--- config.mk ---
export PLATFORM = sky130hd
export DESIGN_NAME = uart_cmd_ctrl_flat
export DESIGN_NICKNAME = d
export VERILOG_FILES = /design/src/rtl/uart_cmd_pkg.sv /design/src/rtl/uart_cmd_ctrl_if.sv /design/src/rtl/uart_cmd_tmr.sv /design/src/rtl/uart_cmd_ctrl.sv /design/src/flat_wrapper.sv
export SDC_FILE = /design/constraint.sdc
export NUM_CORES = 1
export LEC_CHECK = 0
export BUFFER_PORTS_ARGS = -buffer_cell sky130_fd_sc_hd__buf_2
export CORE_MARGIN = 3
export CORE_UTILIZATION = 51
export DETAILED_ROUTE_END_ITERATION = 8
export HOLD_SLACK_MARGIN = 0.15
export PLACE_DENSITY = 0.85
export SLEW_MARGIN = 0
export SYNTH_ARGS = -nofsm -noshare
export SYNTH_HDL_FRONTEND = slang
export SYNTH_SLANG_ARGS = --single-unit
--- constraint.sdc ---
create_clock -name clk -period 1.9 [get_ports clk]
set_clock_uncertainty 0.1 [all_clocks]
set_input_delay 0.285 -clock clk [delete_from_list [all_inputs] [get_ports clk]]
set_output_delay 0.285 -clock clk [all_outputs]
set_load 0.02 [all_outputs]
--- src/rtl/uart_cmd_pkg.sv ---
// Shared types and constants for the UART command-frame controller.
package uart_cmd_pkg;

  typedef enum logic [2:0] {IDLE, CMD, DHI, DLO, CHK} cmd_state_t;

  localparam int unsigned FRAME_BYTES  = 5;
  localparam logic [7:0]  HDR_BYTE_DEF = 8'hA5;

  function automatic logic [7:0] frame_csum(input logic [7:0] c,
                                            input logic [7:0] hi,
                                            input logic [7:0] lo);
    return c ^ hi ^ lo;
  endfunction

endpackage

--- src/rtl/uart_cmd_ctrl_if.sv ---
// Receiver-side byte handshake plus downstream command handshake.
interface uart_cmd_ctrl_if;
  logic        rx_rdy;
  logic [7:0]  rx_data;
  logic        clr_rdy;
  logic        clr_cmd_rdy;
  logic        cmd_rdy;
  logic [7:0]  cmd;
  logic [15:0] data;
  logic        frame_err;
  logic        timeout;

  modport master (
    input  rx_rdy, rx_data, clr_cmd_rdy,
    output clr_rdy, cmd_rdy, cmd, data, frame_err, timeout
  );

  modport slave (
    output rx_rdy, rx_data, clr_cmd_rdy,
    input  clr_rdy, cmd_rdy, cmd, data, frame_err, timeout
  );
endinterface

--- src/rtl/uart_cmd_tmr.sv ---
// Inter-byte timeout counter; expired flags the last idle cycle of the window.
module uart_cmd_tmr #(
  parameter int unsigned TIMEOUT_CYC = 65536
) (
  input  logic clk,
  input  logic rst_n,
  input  logic clr,
  input  logic run,
  output logic expired
);

  localparam int unsigned     TW   = $clog2(TIMEOUT_CYC);
  localparam logic [TW-1:0]   LAST = TW'(TIMEOUT_CYC - 1);

  logic [TW-1:0] timer;

  assign expired = run && !clr && (timer == LAST);

  always_ff @(posedge clk or negedge rst_n) begin
    if (!rst_n) begin
      timer <= '0;
    end else if (clr || expired) begin
      timer <= '0;
    end else if (run) begin
      timer <= timer + TW'(1);
    end
  end

endmodule

--- src/rtl/uart_cmd_ctrl.sv ---
// Assembles 5-byte command frames from the UART receiver and hands
// validated commands to the downstream processor.
module uart_cmd_ctrl
  import uart_cmd_pkg::*;
#(
  parameter logic [7:0]  HDR_BYTE    = HDR_BYTE_DEF,
  parameter int unsigned TIMEOUT_CYC = 65536
) (
  input  logic            clk,
  input  logic            rst_n,
  uart_cmd_ctrl_if.master bus
);

  cmd_state_t state, state_n;
  logic       accept, expired;
  logic       good, bad, hdr_start;
  logic [7:0] cmd_q, dhi_q, dlo_q;

  // clr_rdy gate stops a byte being consumed twice while rdy is still falling
  assign accept = bus.rx_rdy && !bus.clr_rdy;

  uart_cmd_tmr #(.TIMEOUT_CYC(TIMEOUT_CYC)) u_tmr (
    .clk     (clk),
    .rst_n   (rst_n),
    .clr     (accept || (state == IDLE)),
    .run     (state != IDLE),
    .expired (expired)
  );

  always_ff @(posedge clk or negedge rst_n) begin
    if (!rst_n) state <= IDLE;
    else        state <= state_n;
  end

  always_comb begin
    state_n   = state;
    good      = 1'b0;
    bad       = 1'b0;
    hdr_start = 1'b0;
    if (expired) begin
      state_n = IDLE;
    end else if (accept) begin
      case (state)
        IDLE: begin
          if (bus.rx_data == HDR_BYTE) begin
            state_n   = CMD;
            hdr_start = 1'b1;
          end
        end
        CMD: state_n = DHI;
        DHI: state_n = DLO;
        DLO: state_n = CHK;
        CHK: begin
          state_n = IDLE;
          if (bus.rx_data == frame_csum(cmd_q, dhi_q, dlo_q)) good = 1'b1;
          else                                                bad  = 1'b1;
        end
        default: state_n = IDLE;
      endcase
    end
  end

  always_ff @(posedge clk or negedge rst_n) begin
    if (!rst_n) begin
      bus.clr_rdy   <= 1'b0;
      bus.frame_err <= 1'b0;
      bus.timeout   <= 1'b0;
      bus.cmd_rdy   <= 1'b0;
      bus.cmd       <= '0;
      bus.data      <= '0;
      cmd_q         <= '0;
      dhi_q         <= '0;
      dlo_q         <= '0;
    end else begin
      bus.clr_rdy   <= accept;
      bus.frame_err <= bad;
      bus.timeout   <= expired;
      if (accept && state == CMD) cmd_q <= bus.rx_data;
      if (accept && state == DHI) dhi_q <= bus.rx_data;
      if (accept && state == DLO) dlo_q <= bus.rx_data;
      if (good) begin
        bus.cmd  <= cmd_q;
        bus.data <= {dhi_q, dlo_q};
      end
      // set has priority so a completed frame is never lost to a clear
      if (good)                                bus.cmd_rdy <= 1'b1;
      else if (bus.clr_cmd_rdy || hdr_start)   bus.cmd_rdy <= 1'b0;
    end
  end

endmodule
--- src/flat_wrapper.sv ---
// flat-port wrapper written by rule: the top's interface ports become plain ports
module uart_cmd_ctrl_flat import uart_cmd_pkg::*;
#(
  parameter logic [7:0]  HDR_BYTE    = HDR_BYTE_DEF,
  parameter int unsigned TIMEOUT_CYC = 65536
)
  (clk, rst_n, bus_rx_rdy, bus_rx_data, bus_clr_cmd_rdy, bus_clr_rdy, bus_cmd_rdy, bus_cmd, bus_data, bus_frame_err, bus_timeout);
  uart_cmd_ctrl_if bus_i ();
  input  logic clk;
  input  logic rst_n;
  input wire logic [$bits(bus_i.rx_rdy)-1:0] bus_rx_rdy;
  input wire logic [$bits(bus_i.rx_data)-1:0] bus_rx_data;
  input wire logic [$bits(bus_i.clr_cmd_rdy)-1:0] bus_clr_cmd_rdy;
  output wire logic [$bits(bus_i.clr_rdy)-1:0] bus_clr_rdy;
  output wire logic [$bits(bus_i.cmd_rdy)-1:0] bus_cmd_rdy;
  output wire logic [$bits(bus_i.cmd)-1:0] bus_cmd;
  output wire logic [$bits(bus_i.data)-1:0] bus_data;
  output wire logic [$bits(bus_i.frame_err)-1:0] bus_frame_err;
  output wire logic [$bits(bus_i.timeout)-1:0] bus_timeout;
  assign bus_i.rx_rdy = bus_rx_rdy;
  assign bus_i.rx_data = bus_rx_data;
  assign bus_i.clr_cmd_rdy = bus_clr_cmd_rdy;
  assign bus_clr_rdy = bus_i.clr_rdy;
  assign bus_cmd_rdy = bus_i.cmd_rdy;
  assign bus_cmd = bus_i.cmd;
  assign bus_data = bus_i.data;
  assign bus_frame_err = bus_i.frame_err;
  assign bus_timeout = bus_i.timeout;
  uart_cmd_ctrl #(.HDR_BYTE(HDR_BYTE), .TIMEOUT_CYC(TIMEOUT_CYC)) u_core (.clk(clk), .rst_n(rst_n), .bus(bus_i));
endmodule
==> results.tsv, run 1 <==
stage	metric	value	unit
route	via count	2260	
sta	FMAX	470	MHz
yosys	XOR/XNOR Fraction of Synth Area	0.105	
critical_path	WP data required	2.04	ns
global_route	largest net degree at the start of global routing	47	
critical_path	R2R depth	7	
clock_network	number of H-tree levels	3	
clock_network	buffer depth of the longest clock path	2	
critical_path	CP Capture Type	register	
hold_path	Hold Path Stages	3	
run	Max-Cap Viols	0	
yosys	Synth Register Bits	71	
yosys	ranking of synthesized cells by area	dfrtp_1 57%, mux2_2 17%, xnor2_1 6.8%, xor2_1 3.7%, nor2_1 2.9%	
critical_path	Top delay family on crit path	simple AND/OR/NAND/NOR gates	
yosys	compound-gate portion of the synthesized area	0.0158	
critical_path	Crit path arrival time	2.27	ns
placed_design	port bufs	39	
floorplan	die area	0.00704	mm^2
sta	RSZ-0062 raised after global routing	true	
yosys	post-synth top area share	0.574	
global_route	grt total ovfl	0	
critical_path	critical path startpoint	u_core.cmd_q[2]	
sta	Setup Viol. Count Final	24	
critical_path	CP max stage delay	0.43	ns
route	DRC errors left	0	
yosys	synth warn	0	
yosys	count leader, synth	dfrtp_1	
route	initial drt markers	195	
critical_path	Buf/Inv on CP	2	
critical_path	Crit Path Max Fanout	5	
final_layout	nets@finish	354	
yosys	number of flops mapped to enable cells by yosys	0	
floorplan	initial core utilization	0.545	
yosys	predominant post-synthesis flop cell	dfrtp_1	
yosys	Post-synth top cells	71 x dfrtp_1, 47 x mux2_2, 24 x nor2_1, 24 x xnor2_1, 13 x xor2_1	
floorplan	num rows	27	
floorplan	num ports	40	
sta	period utilization	1.12	
sta	Slew HR	0.748	
critical_path	FF-to-FF setup slack	-0.23	ns
floorplan	die width	83.9	um
critical_path	CP cell instances	xnor2_2, xnor2_1, nand4_1, nor3_4, buf_6, buf_6, mux2_2	
placed_design	Detailed Place HPWL	4460	um
hold_path	Worst Hold Launch	bus_rx_data[5]	
critical_path	crit path kind	reg2reg	
final_layout	Finished Layout Cells	418	
yosys	Syn Inst Count	241	
yosys	syn nets	254	
critical_path	CP max stage cell	dfrtp_1	
hold_path	Hold Path End	u_core.dlo_q[5]	
yosys	Synth area leader	dfrtp_1	
yosys	Syn Area/Cell	12.8	um^2
yosys	Mapped Area	0.00309	mm^2
critical_path	Worst R2R End	u_core.bus.data[11]	
yosys	adder-cell share of the synthesized area	0.00405	
floorplan	die height	83.9	um
sta	final hold vios	0	
sta	min Tclk post-route	2.13	ns
critical_path	Most common cell on crit path	buf_6	
clock_network	total CTS buffers	9	
route	antenna-violating nets left	0	
final_layout	Antenna diodes	0	
final_layout	share of layout cells above drive strength 1	0.488	
yosys	mux contribution to synthesized area	0.175	
sta	PnR worst setup slack	-0.230	ns
yosys	largest family of logic cells by synthesized area	multiplexers	
global_route	first-pass GRT wire length	11900	um
route	Vias/cell	5.41	
power_and_ir_drop	Pwr Density	1300	mW/mm^2
placed_design	gpl congestion	0.824	
power_and_ir_drop	Pleak	2.08	nW
yosys	Netlist cell types	30	
global_route	initial antenna violation count	0	
power_and_ir_drop	Max IR drop VDD	0.000733	V
clock_network	Skew-Pair Late Insertion Delay	0.36	ns
route	drt wl/cell	18.5	um
sta	Worst-Margin Slew	0.375	ns
placed_design	Placed Cells	389	
yosys	Seq/Total Area, Yosys	0.574	
clock_network	TritonCTS Sinks	71	
floorplan	core area	0.00568	mm^2
final_layout	fin util	0.736	
run_status	status	finished with violations	
route	total wire length	7750	um
clock_network	CTS tree	done	
run_status	failing checks	negative setup slack	
clock_network	Worst-path clk slew	0.09	ns
route	DRT Pass-1 Iters	4	
sta	Final Max Tran Viols	0	
yosys	async set or reset register ratio after synthesis	1.00	
clock_network	CTS root buffer	clkbuf_8	
yosys	simple-gate share of the synthesized area	0.110	
hold_path	Hold Crit Class	in2reg	
critical_path	r2r startpoint	u_core.cmd_q[2]	
critical_path	CP Launch Type	register	
global_route	overall routing resource usage	0.222	
final_layout	Layout area overhead	35.1	%
global_route	vias in the first global route	2337	
## worst max path at each step
| stage | to | slack (ns) | cells after the start |
|---|---|---|---|
| finish | u_core.bus.data[11] | -0.23 | 7 |
| global route | u_core.bus.cmd[7] | -0.35 | 7 |
| CTS | u_core.bus.cmd[6] | -0.12 | 7 |
| detailed placement | u_core.bus.cmd[6] | -0.13 | 6 |
| global placement | u_core.bus.data[0] | -0.04 | 7 |
| floorplan | u_core.bus.cmd[0] | -0.02 | 6 |
## metrics by stage
stage / worst slack [ns] / cell area (um^2) / hold WS (ns) / TNS [ns] / power, W
2_1_floorplan: -0.0222 / 3090 / -0.111 / -0.399 / 0.00291
3_3_place_gp: -0.0361 / 3700 / 0.181 / -0.683 / 0.00351
3_5_place_dp: -0.128 / 3700 / 0.186 / -2.53 / 0.00358
4_1_cts: -0.123 / 4100 / 0.200 / -2.22 / 0.00521
5_1_grt: -0.352 / 4180 / 0.216 / -7.32 / 0.00567
6_report: -0.230 / 4180 / 0.211 / -4.38 / 0.00543
## registers in the layout (all words and copies together) (netlist names)
register              cells
u_core.bus.data          16
u_core.u_tmr.timer       16
u_core.bus.cmd            8
u_core.cmd_q              8
u_core.dhi_q              8
u_core.dlo_q              8
u_core.state              3
u_core.bus.clr_rdy        1
u_core.bus.cmd_rdy        1
u_core.bus.frame_err      1
u_core.bus.timeout        1
## placed cells by master (no fill, tap or decap), types with 11 or more instances in the layout
cell type | Yosys | layout
xor2_1 | 13 | 12
nor2_1 | 24 | 23
buf_4 | 0 | 46
xnor2_1 | 24 | 16
nand2_1 | 12 | 12
mux2_4 | 0 | 16
nand3_1 | 11 | 11
dfrtp_1 | 71 | 71
buf_2 | 1 | 39
mux2_2 | 47 | 32
## report_power, final
group | internal [W] | leakage (nW) | total (W) | switching [W]
Combinational | 0.00108 | 1.01 | 0.00187 | 0.000788
Sequential | 0.00180 | 0.954 | 0.00207 | 0.000273
Clock | 0.000873 | 0.112 | 0.00149 | 0.000617
Total | 0.00375 | 2.08 | 0.00543 | 0.00168
## per-layer routing
layer / GRT usage / share of wire / routed length (um) / up-vias
met3: 0.0395 / 0.055 / 425 / 26
met5: 0 / 0 / 0 / -
met1: 0.288 / 0.42 / 3260 / 1119
li1: - / - / - / 1021
met2: 0.354 / 0.48 / 3740 / 94
met4: 0.120 / 0.042 / 328 / 0
## tightest hold or removal path: stages
cell,delay [ns]
buf_2,0.10
buf_4,0.12
mux2_2,0.14
## cells by family (layout without fill, tap and decap cells)
group	count (synthesis)	count (layout)
muxes	48	48
DFF	71	71
xor gates and xnor gates	37	37
and+or+nand+nor	67	67
buffers and inverters	9	114
AOI/OAI and AO/OA	8	8
adders and majority gates	1	1
## timing repair
item | in CTS | in global routing
cloned | 1 | 1
resized for setup | 10 | 24
hold endpoints to repair | 73 | 0
setup endpoints to repair | 24 | 33
pin swaps | 1 | 8
hold buffers | 3 | 0
buffers inserted | 7 | 4
## cell type report
class | instances | area (um^2)
well taps | 72 | 90.1
clock inverters | 7 | 121
multi-input cells | 161 | 1400
flip-flops and latches | 71 | 1780
fillers | 343 | 1500
repair buffers | 94 | 656
clock buffers | 9 | 124
inverters | 4 | 15.0
Note: power is estimated with default switching activity, not from simulation.
==> run 2, diff against run 1 <==
--- a/config.mk
+++ b/config.mk
@@ -6,7 +6,6 @@
 export NUM_CORES = 1
 export LEC_CHECK = 0
 export BUFFER_PORTS_ARGS = -buffer_cell sky130_fd_sc_hd__buf_2
-export CORE_MARGIN = 3
 export CORE_UTILIZATION = 51
 export DETAILED_ROUTE_END_ITERATION = 8
 export HOLD_SLACK_MARGIN = 0.15
==> constraint.sdc (replaced) <==
create_clock -name clk -period 1.9 [get_ports clk]
set_clock_uncertainty 0.1 [all_clocks]
set_input_delay 0.475 -clock clk [delete_from_list [all_inputs] [get_ports clk]]
set_output_delay 0.475 -clock clk [all_outputs]
set_load 0.02 [all_outputs]
==> results.tsv, run 2 (synthesis results as in run 1) <==
stage	metric	value	unit	change
placed_design	port bufs	39		unchanged
power_and_ir_drop	Pwr Density	1190	mW/mm^2	was 1300 mW/mm^2
route	antenna-violating nets left	0		unchanged
sta	Final Hold Slack	0.347	ns	was 0.211 ns
floorplan	core area	0.00568	mm^2	unchanged
floorplan	num ports	40		unchanged
route	total wire length	7330	um	was 7750 um
critical_path	WP data required	2.03	ns	was 2.04 ns
final_layout	fin util	0.736		about the same
floorplan	initial core utilization	0.545		unchanged
clock_network	Skew-Pair Late Insertion Delay	0.35	ns	was 0.36 ns
run_status	failing checks	negative setup slack		unchanged
final_layout	top flop regs	u_core.bus.data (16), u_core.u_tmr.timer (16)		unchanged
critical_path	Most common cell on crit path	xnor2_2		was buf_6
floorplan	die width	79.9	um	was 83.9 um
sta	final hold vios	0		unchanged
global_route	initial antenna violation count	0		unchanged
placed_design	Detailed Place HPWL	4380	um	was 4460 um
placed_design	gpl congestion	0.783		was 0.824
global_route	overall routing resource usage	0.253		was 0.222
power_and_ir_drop	Max IR drop VDD	0.000712	V	was 0.000733 V
run	Max-Cap Viols	0		unchanged
global_route	first-pass GRT wire length	11600	um	was 11,900 um
floorplan	die area	0.00638	mm^2	was 0.00704 mm^2
clock_network	total CTS buffers	9		unchanged
critical_path	Crit path arrival time	2.23	ns	was 2.27 ns
clock_network	CTS root buffer	clkbuf_8		unchanged
final_layout	nets@finish	357		was 354
global_route	largest net degree at the start of global routing	72		was 47
critical_path	CP max stage delay	0.42	ns	was 0.43 ns
sta	Worst-Margin Slew	0.373	ns	was 0.375 ns
final_layout	Layout area overhead	35.0	%	was 35.1%
clock_network	Worst-path clk slew	0.07	ns	was 0.09 ns
global_route	grt total ovfl	0		unchanged
sta	Final Max Tran Viols	0		unchanged
sta	period utilization	1.11		was 1.12
critical_path	CP max stage cell	dfrtp_1		unchanged
critical_path	CP Launch Type	register		unchanged
critical_path	crit path kind	reg2reg		unchanged
final_layout	share of layout cells above drive strength 1	0.494		was 0.488
sta	min Tclk post-route	2.10	ns	was 2.13 ns
power_and_ir_drop	Pleak	2.08	nW	about the same
clock_network	buffer depth of the longest clock path	2		unchanged
hold_path	Hold Crit Class	in2reg		unchanged
critical_path	Crit Path Max Fanout	7		was 5
critical_path	CP cell instances	xnor2_2, xnor2_2, nand4_1, nor3_4, buf_6, buf_8, mux2_4		was xnor2_2, xnor2_1, nand4_1, nor3_4, buf_6, buf_6, mux2_2
floorplan	num rows	27		unchanged
final_layout	Antenna diodes	0		unchanged
clock_network	number of H-tree levels	3		unchanged
route	initial drt markers	113		was 195
critical_path	CP Capture Type	register		unchanged
route	DRT Pass-1 Iters	4		unchanged
route	Vias/cell	5.39		was 5.41
clock_network	TritonCTS Sinks	71		unchanged
route	DRC errors left	0		unchanged
sta	setup TNS	-4.44	ns	was -4.38 ns
final_layout	most common cell after layout, fill and taps aside	dfrtp_1		unchanged
final_layout	Finished Layout Cells	418		unchanged
sta	PnR worst setup slack	-0.201	ns	was -0.230 ns
sta	Slew HR	0.752		was 0.748
final_layout	most frequent cells in the layout	71 x dfrtp_1, 48 x buf_4, 39 x buf_2		was 71 x dfrtp_1, 46 x buf_4, 39 x buf_2, 32 x mux2_2, 23 x nor2_1
floorplan	die height	79.9	um	was 83.9 um
global_route	vias in the first global route	2329		was 2,337
sta	FMAX	476	MHz	was 470 MHz
final_layout	Fillers	351		was 343
run_status	status	finished with violations		unchanged
route	via count	2253		was 2,260
sta	RSZ-0062 raised after global routing	true		unchanged
sta	Setup Viol. Count Final	25		was 24
placed_design	Worst Setup Slack post-DPL	-0.357	ns	was -0.128 ns
clock_network	CTS tree	done		unchanged
placed_design	Placed Cells	394		was 389
route	drt wl/cell	17.5	um	was 18.5 um
run 2: changes by cell type in the layout (fill, tap and decap cells not counted), sizes merged:
cell	previous run	this run
buf	91	96
dlygate4sd3	3	1
clkinv	1	2
clkbuf	9	11
bufinv	3	0
clkinvlp	3	0
run 2: layout make-up:
| type | count | area (um^2) | share of cell area |
|---|---|---|---|
| flip-flops and latches | 71 | 1780 | 0.426 |
| multi-input cells | 161 | 1430 | 0.343 |
| repair buffers | 97 | 709 | 0.170 |
| clock buffers | 11 | 141 | 0.0339 |
| well taps | 72 | 90.1 | 0.0216 |
| inverters | 4 | 15.0 | 0.00360 |
| clock inverters | 2 | 10.0 | 0.00240 |
run 2: routing by layer:
layer  wire length (um)  track usage  part of all wire  vias to the layer above
li1                   -            -                 -                     1027
met1               3140        0.300              0.43                     1111
met2               3580        0.413              0.49                       94
met3                379       0.0834             0.052                       21
met4                226        0.123             0.031                        0
met5                  0            0                 0                        -
run 2: critical path, delay by kind of cell (launching register included):
| kind | cells | cell delay, ns |
|---|---|---|
| buffers and inverters | 2 | 0.29 |
| xor gates and xnor gates | 2 | 0.45 |
| and+or+nand+nor | 2 | 0.40 |
| muxes | 1 | 0.31 |
| DFF | 1 | 0.42 |
run 2: worst paths after layout:
check | slack, ns | end | from | cells after the start
max | -0.20 | u_core.bus.data[14] | u_core.dhi_q[6] | 7
min | 0.35 | u_core.bus.cmd_rdy | bus_clr_cmd_rdy | 3
max reg2reg | -0.20 | u_core.bus.data[14] | u_core.dhi_q[6] | 7
min reg2reg | 0.39 | u_core.u_tmr.timer[0] | u_core.u_tmr.timer[0] | 1
max in group asynchronous | 0.82 | u_core.bus.cmd[6] | rst_n | 3
min in group asynchronous | 0.58 | u_core.u_tmr.timer[0] | rst_n | 3
run 2: power breakdown:
group | switching (W) | internal [W]
Clock | 0.000509 | 0.000483
Sequential | 0.000261 | 0.00180
Combinational | 0.000797 | 0.00111
run 2: metrics by stage:
stage	instance area [um^2]	total power [W]
after floorplan	3120	0.00294
after global placement	3760	0.00365
after detailed placement	3760	0.00373
after CTS	4100	0.00481
after global routing	4180	0.00520
final	4180	0.00496
run 2: repair_timing:
action / in CTS / in global routing
gates cloned: 2 / 0
setup buffers: 5 / 3
pin swaps: 8 / 3
resized for setup: 33 / 10
setup endpoints to repair: 24 / 29
hold buffers: 1 / 0
endpoints found under the hold margin: 71 / 0
